$ cat src/rtl/pipe_delay_line.sv
// Multi-lane register delay line with per-entry valid and speculation tag,
// stall-in-place, flush, tag commit/kill and registered occupancy count.

module pipe_delay_line_lane #(
  parameter int DEPTH = 1,
  parameter int WIDTH = 128
) (
  input  logic               i_clock,
  input  logic               i_reset,
  input  logic               i_valid,
  input  logic [WIDTH-1:0]   i_data,
  input  logic               i_tag,
  input  logic               i_halt,
  input  logic               i_clear,
  input  logic               i_clear_tag,
  input  logic               i_delete_tag,
  output logic               o_valid,
  output logic [WIDTH-1:0]   o_data,
  output logic               o_tag,
  output logic [DEPTH-1:0]   o_nxt_valid
);
  logic [DEPTH-1:0]             vld_q, vld_d, tag_q, tag_d, prv_v, prv_t;
  logic [DEPTH-1:0][WIDTH-1:0]  dat_q, dat_d, prv_d;

  // Invalid input entries are normalised so stale payload never propagates.
  assign prv_v[0] = i_valid;
  assign prv_t[0] = i_valid & i_tag;
  assign prv_d[0] = i_valid ? i_data : '0;

  for (genvar s = 1; s < DEPTH; s++) begin : g_shift
    assign prv_v[s] = vld_q[s-1];
    assign prv_t[s] = tag_q[s-1];
    assign prv_d[s] = dat_q[s-1];
  end

  always_comb begin
    vld_d = vld_q;
    tag_d = tag_q;
    dat_d = dat_q;
    if (!i_halt) begin
      vld_d = prv_v;
      tag_d = prv_t;
      dat_d = prv_d;
    end
    for (int s = 0; s < DEPTH; s++) begin
      if (i_delete_tag && tag_d[s]) begin
        vld_d[s] = 1'b0;
        tag_d[s] = 1'b0;
        dat_d[s] = '0;
      end
    end
    if (i_clear_tag) tag_d = '0;
    if (i_clear) begin
      vld_d = '0;
      tag_d = '0;
      dat_d = '0;
    end
  end

  always_ff @(posedge i_clock) begin
    if (i_reset) begin
      vld_q <= '0;
      tag_q <= '0;
      dat_q <= '0;
    end else begin
      vld_q <= vld_d;
      tag_q <= tag_d;
      dat_q <= dat_d;
    end
  end

  assign o_valid     = vld_q[DEPTH-1];
  assign o_tag       = tag_q[DEPTH-1];
  assign o_data      = dat_q[DEPTH-1];
  assign o_nxt_valid = vld_d;
endmodule

module pipe_delay_line #(
  parameter int CHANNELS = 2,
  parameter int DEPTH    = 1,
  parameter int WIDTH    = 128,
  localparam int CW      = $clog2(CHANNELS*DEPTH+1)
) (
  input  logic                      i_clock,
  input  logic                      i_reset,
  input  logic [CHANNELS-1:0]       i_valid,
  input  logic [CHANNELS*WIDTH-1:0] i_data,
  input  logic [CHANNELS-1:0]       i_tag,
  input  logic                      i_halt,
  input  logic                      i_clear,
  input  logic                      i_clear_tag,
  input  logic                      i_delete_tag,
  output logic [CHANNELS-1:0]       o_valid,
  output logic [CHANNELS*WIDTH-1:0] o_data,
  output logic [CHANNELS-1:0]       o_tag,
  output logic [CW-1:0]             o_count,
  output logic                      o_empty
);
  logic [CHANNELS-1:0][DEPTH-1:0] nxt_v;
  logic [CW-1:0]                  cnt_q, cnt_d;
  logic                           empty_q;

  for (genvar k = 0; k < CHANNELS; k++) begin : g_lane
    pipe_delay_line_lane #(.DEPTH(DEPTH), .WIDTH(WIDTH)) u_lane (
      .i_clock      (i_clock),
      .i_reset      (i_reset),
      .i_valid      (i_valid[k]),
      .i_data       (i_data[k*WIDTH +: WIDTH]),
      .i_tag        (i_tag[k]),
      .i_halt       (i_halt),
      .i_clear      (i_clear),
      .i_clear_tag  (i_clear_tag),
      .i_delete_tag (i_delete_tag),
      .o_valid      (o_valid[k]),
      .o_data       (o_data[k*WIDTH +: WIDTH]),
      .o_tag        (o_tag[k]),
      .o_nxt_valid  (nxt_v[k])
    );
  end

  // Count is taken from next-state valids so it lines up with the stages.
  always_comb begin
    cnt_d = '0;
    for (int k = 0; k < CHANNELS; k++)
      for (int s = 0; s < DEPTH; s++)
        cnt_d = cnt_d + CW'(nxt_v[k][s]);
  end

  always_ff @(posedge i_clock) begin
    if (i_reset) begin
      cnt_q   <= '0;
      empty_q <= 1'b1;
    end else begin
      cnt_q   <= cnt_d;
      empty_q <= (cnt_d == '0);
    end
  end

  assign o_count = cnt_q;
  assign o_empty = empty_q;
endmodule

$ cat config.mk
export PLATFORM = sky130hd
export DESIGN_NAME = pipe_delay_line
export DESIGN_NICKNAME = d
export VERILOG_FILES = /design/src/rtl/pipe_delay_line.sv
export SDC_FILE = /design/constraint.sdc
export NUM_CORES = 1
export LEC_CHECK = 0
export BUFFER_PORTS_ARGS = -buffer_cell sky130_fd_sc_hd__buf_2
export CORE_AREA = 4 4 202 204
export DETAILED_ROUTE_END_ITERATION = 7
export DIE_AREA = 0 0 206 208
export GPL_TIMING_DRIVEN = 0
export PLACE_DENSITY = 0.51
export SYNTH_ARGS = -nofsm -noshare
export SYNTH_HDL_FRONTEND = slang
export SYNTH_SLANG_ARGS = --single-unit
$ cat constraint.sdc
create_clock -name i_clock -period 3.2 [get_ports i_clock]
set_clock_uncertainty 0.15 [all_clocks]
set_input_delay 0.32 -clock i_clock [delete_from_list [all_inputs] [get_ports i_clock]]
set_output_delay 0.32 -clock i_clock [all_outputs]
set_load 0.05 [all_outputs]
# Word-level counts from Yosys, hierarchy flattened

Cells that the tools add are included.

Add/subtract/negate cells: 1
Multiplexer cells: 10
Bitwise logic cells: 2
Reductions and logical operators: 7

Operators with widths:

| cell                | number |
|---|---|
| $mux W128           | 2 |
| $mux W1             | 8 |
| $reduce_or A4 Y1    | 2 |
| $reduce_or A3 Y1    | 2 |
| $add A1 B1 Y2       | 1 |
| $and A1 B1 Y1       | 2 |
| $logic_and A1 B1 Y1 | 2 |
| $logic_not A2 Y1    | 1 |

Flip-flop bits (word level): 263
Input port bits: 266
Output and inout bits: 263
Word-level logic and storage cells: 28

# Longest topological paths before layout

Word-level depth: 7
Mapped depth: 6
Mapped depth without buffers: 5

# Hierarchy

A second synthesis with hierarchy kept.

Cell total of the unflattened synthesis: 892
Area, all modules: 8902.3 µm²

By module, submodules not included:

| module               | times used | cells an instance | area an instance (µm²) |
|---|---|---|---|
| pipe_delay_line_lane | 2          | 441               | 4393.0 |
| pipe_delay_line      | 1          | 10                | 116.4 |

# Worst setup path after synthesis

Ideal clock, no wire load.

Path type: input to register
Start point: input port i_halt
End point: register empty_q, in the netlist o_empty
Setup time: 0.123 ns
Arrival time: 1.416 ns
Required time: 2.927 ns
Path slack: 1.511 ns
Stages on the path: 6
Path buffers: 1
Path through: buf_2 -> nand3_1 -> o21ai_0 -> or3_1 -> ha_1 -> or2_2

Cells in the longest elaborated chain, start to end: 6

Ends and longest elaborated chain:

| what                 | RTL line | RTL |
|---|---|---|
| start, declared      | 89       | `input logic i_halt,` |
| $mux W1              | 40       | `if (!i_halt) begin` |
| $logic_and A1 B1 Y1  | 46       | `if (i_delete_tag && tag_d[s]) begin` |
| $mux W1              | 46       |  |
| $mux W1              | 53       | `if (i_clear) begin` |
| $add A1 B1 Y2 *      | 126      | `cnt_d = cnt_d + CW'(nxt_v[k][s]);` |
| $logic_not A2 Y1 *   | 135      | `empty_q <= (cnt_d == '0);` |
| end signal, assigned | 135      |  |
| end, declared        | 101      | `logic empty_q;` |

Every way passes the cells marked *; elsewhere a longest branch is shown, timed or not.
A chain may end at the register's enable or synchronous reset.

# Final worst setup path

Start point: input port i_delete_tag
End point: register empty_q, in the netlist o_empty

Cells in the longest elaborated chain, start to end: 5

Ends and longest elaborated chain:

| what                | RTL line | RTL |
|---|---|---|
| start, declared     | 92       | `input logic i_delete_tag,` |
| $logic_and A1 B1 Y1 | 46       |  |
| $mux W1             | 46       |  |
| $mux W1             | 53       |  |
| $add A1 B1 Y2 *     | 126      |  |
| $logic_not A2 Y1 *  | 135      |  |

Marked as above.

==> metrics.csv <==
metric,value,unit
status,completed,
slowest_delay,560,ps
p_per_area,506.2,nW/um^2
fill_cells,3839,
synth_top_cell_area_share,59.07,%
grt_setup_unrepaired,false,
synthTopCellsByArea,"dfxtp_1, a22oi_1, nor2_1, buf_2, buf_6",
synthSimpleGateAreaFrac,12.14,%
cp-end-kind,flip-flop,
crit_fanout,6,
seq_area,5265,um^2
synth_top_family_by_area,compound AO/OA/AOI/OAI gates,
leakage,7.353,nW
p_sw,2.043,mW
postLayoutCellArea,15850,um^2
yosysTopAreaCell,dfxtp_1,
power_frac_comb,14.3,%
dpl.cell_count,1949,
cts_tree,done,
layout_commonest_cell,buf_2,
num_vias,10130,
internal-power,5.978,mW
setup_viol,0,
period_share,57.24,%
clk_pin_slew,60,ps
final_cell_mix,"buf_2, dfxtp_1, dlygate4sd3_1",
cp_top_family,simple AND/OR/NAND/NOR gates,
dieArea,42850,um^2
num_rows,73,
worst_pin_slew,558.6,ps
swShare,25.47,%
maxCapViolations,0,
syn_area_per_cell,9.948,um^2
wire_per_inst,18.25,um
core,39280,um^2
cts_resized,0,
grt_pass1_vias,10530,
dpl_cell_area,12210,um^2
via_per_inst,4.465,
ys_ff_latch,263,
path_cells,"dlygate4sd3_1, buf_2, nand3_1, o21ai_0, or3_1, ha_1, or2_2",
area_delta_synth_final,77.78,%
cts_root_buf,clkbuf_16,
critical_path_buf_inv_count,2,
initial_core_util,22.70,%
slew_viol_final,0,
ir_worst_vdd,0.4256,mV
grt_usage,17.85,%
startpoint_type,input port,
cp_data_arrival_time,2120,ps
io_buffers,528,
clkPwrFrac,43.6,%
instances_no_fill,2269,
nNetsFinal,1985,
insertion_delay,560,ps
fin_util,40.35,%
drt_pass1_iterations,5,
drtIter0Drc,467,
drive_above_1_share,38.24,%
antenna_found_initial,9,
synth_compound_area_share,22.21,%
path_class,in2reg,
synth_fp_nets,1164,
synth.area.mux_share,0,%
tns,0,ps
clock-sinks,263,
timing.fmax,0.5459,GHz
htreeDepth,1,
numCtsBuffers,29,
worstPathRequired,3490,ps
fin_crit,1832,ps
hold_ws,89.03,ps
drc_errors,0,
netlist_instances,896,
critPathSlowestCell,dlygate4sd3_1,
place.gp.congestion,0.8371,
overflow,0,
ys_types,20,
cts_buffer_depth,3,
drtAntennaViolNets,0,
grt_max_degree,14,
hp-class,in2reg,
relSlewSlack,62.76,%
ios,529,
p_seq_share,42.1,%
hpwlAfterDp,29920,um
drt_wl_total,41420,um
grt_pass1_wl,60640,um
yosys_warnings,0,
final-hold-violation-count,0,
die_x,206,um
multi_input_area,3087,um^2
syn_area,8914,um^2
ys_seq_area_share,59.07,%
die_y,208,um
synthAdderAreaFrac,0.2807,%
synth_xor_area_share,0,%
## cells by family after synthesis
kind of cell / after synthesis
compound gates: 264
fa+ha+maj: 2
buf+inv: 89
flops: 263
simple gates: 278
## worst min-delay path: stages
cell	delay (ps)
buf_2	120
or3_1	120
ha_1	120
or2_2	90
## path summary, 6_finish.rpt
| path | slack [ps] | cells after the start | endpoint | startpoint |
|---|---|---|---|---|
| hold reg to reg | 310 | 2 | g_lane[1].u_lane.o_data[115]$_SDFFE_PP0N_ | g_lane[1].u_lane.o_data[115]$_SDFFE_PP0N_ |
| setup / recovery | 1370 | 7 | o_empty$_SDFF_PP1_ | i_delete_tag |
| hold / removal | 90 | 4 | o_empty$_SDFF_PP1_ | i_clear |
| setup reg to reg | 1520 | 5 | o_empty$_SDFF_PP1_ | g_lane[0].u_lane.o_tag$_SDFF_PP0_ |
## registers in the layout, summed over array words and instances, names as in the netlist
| register | cells |
|---|---|
| g_lane.u_lane.o_valid | 2 |
| o_count | 2 |
| g_lane.u_lane.o_tag | 2 |
| o_empty | 1 |
| g_lane.u_lane.o_data | 256 |
## per-layer routing
| layer | global-route usage, % | up-vias | share of wire (%) |
|---|---|---|---|
| met5 | 0 | - | 0.099 |
| met4 | 5.920 | 6 | 3.3 |
| met3 | 5.221 | 82 | 8.9 |
| met2 | 33.21 | 442 | 50 |
| met1 | 19.11 | 4771 | 37 |
| li1 | - | 4831 | - |
## what timing repair did
| action | CTS | global route |
|---|---|---|
| setup buffers | 0 | 0 |
| hold buffers | 262 | 0 |
| endpoints found under the hold margin | 261 | 0 |
| setup endpoints to repair | 0 | 0 |
## cell usage after synthesis
cell and count:
a21oi_1 3, ha_1 2, nand2_1 3, nor2_1 258
nor4_1 2, or2_2 2, buf_6 12, o21ai_0 2
clkbuf_1 1, or3_1 2, o211ai_2 2, dfxtp_1 263
buf_4 17, nand3b_1 1, nor2b_1 4, nor3_1 2
buf_2 59, a22oi_1 257, nand3_1 2, nand2b_1 2
## layout make-up
class / count / area share [%]
sequential: 263 / 33.23
timing repair buffer: 790 / 33.23
multi-input combinational: 544 / 19.48
clock buffer: 47 / 5.638
tap: 525 / 4.145
buffer: 89 / 3.545
clock inverter: 6 / 0.6632
antenna: 5 / 0.07896
## per-stage QoR
step / setup WS, ps / total power [mW]
after floorplan: 1511 / 3.967
after detailed placement: 1068 / 4.336
final: 1368 / 8.021
after global placement: 1091 / 4.329
after global routing: 1285 / 8.325
after CTS: 1366 / 8.120
## power by group through the flow
| stage | clock network [mW] | logic [mW] | registers [mW] |
|---|---|---|---|
| finish | 3.50 | 1.15 | 3.38 |
| global route | 3.72 | 1.23 | 3.38 |
| CTS | 3.60 | 1.15 | 3.37 |
| detailed placement | 0 | 0.890 | 3.45 |
| global placement | 0 | 0.884 | 3.44 |
| floorplan | 0 | 0.300 | 3.67 |
(Power assumes the default switching activity.)
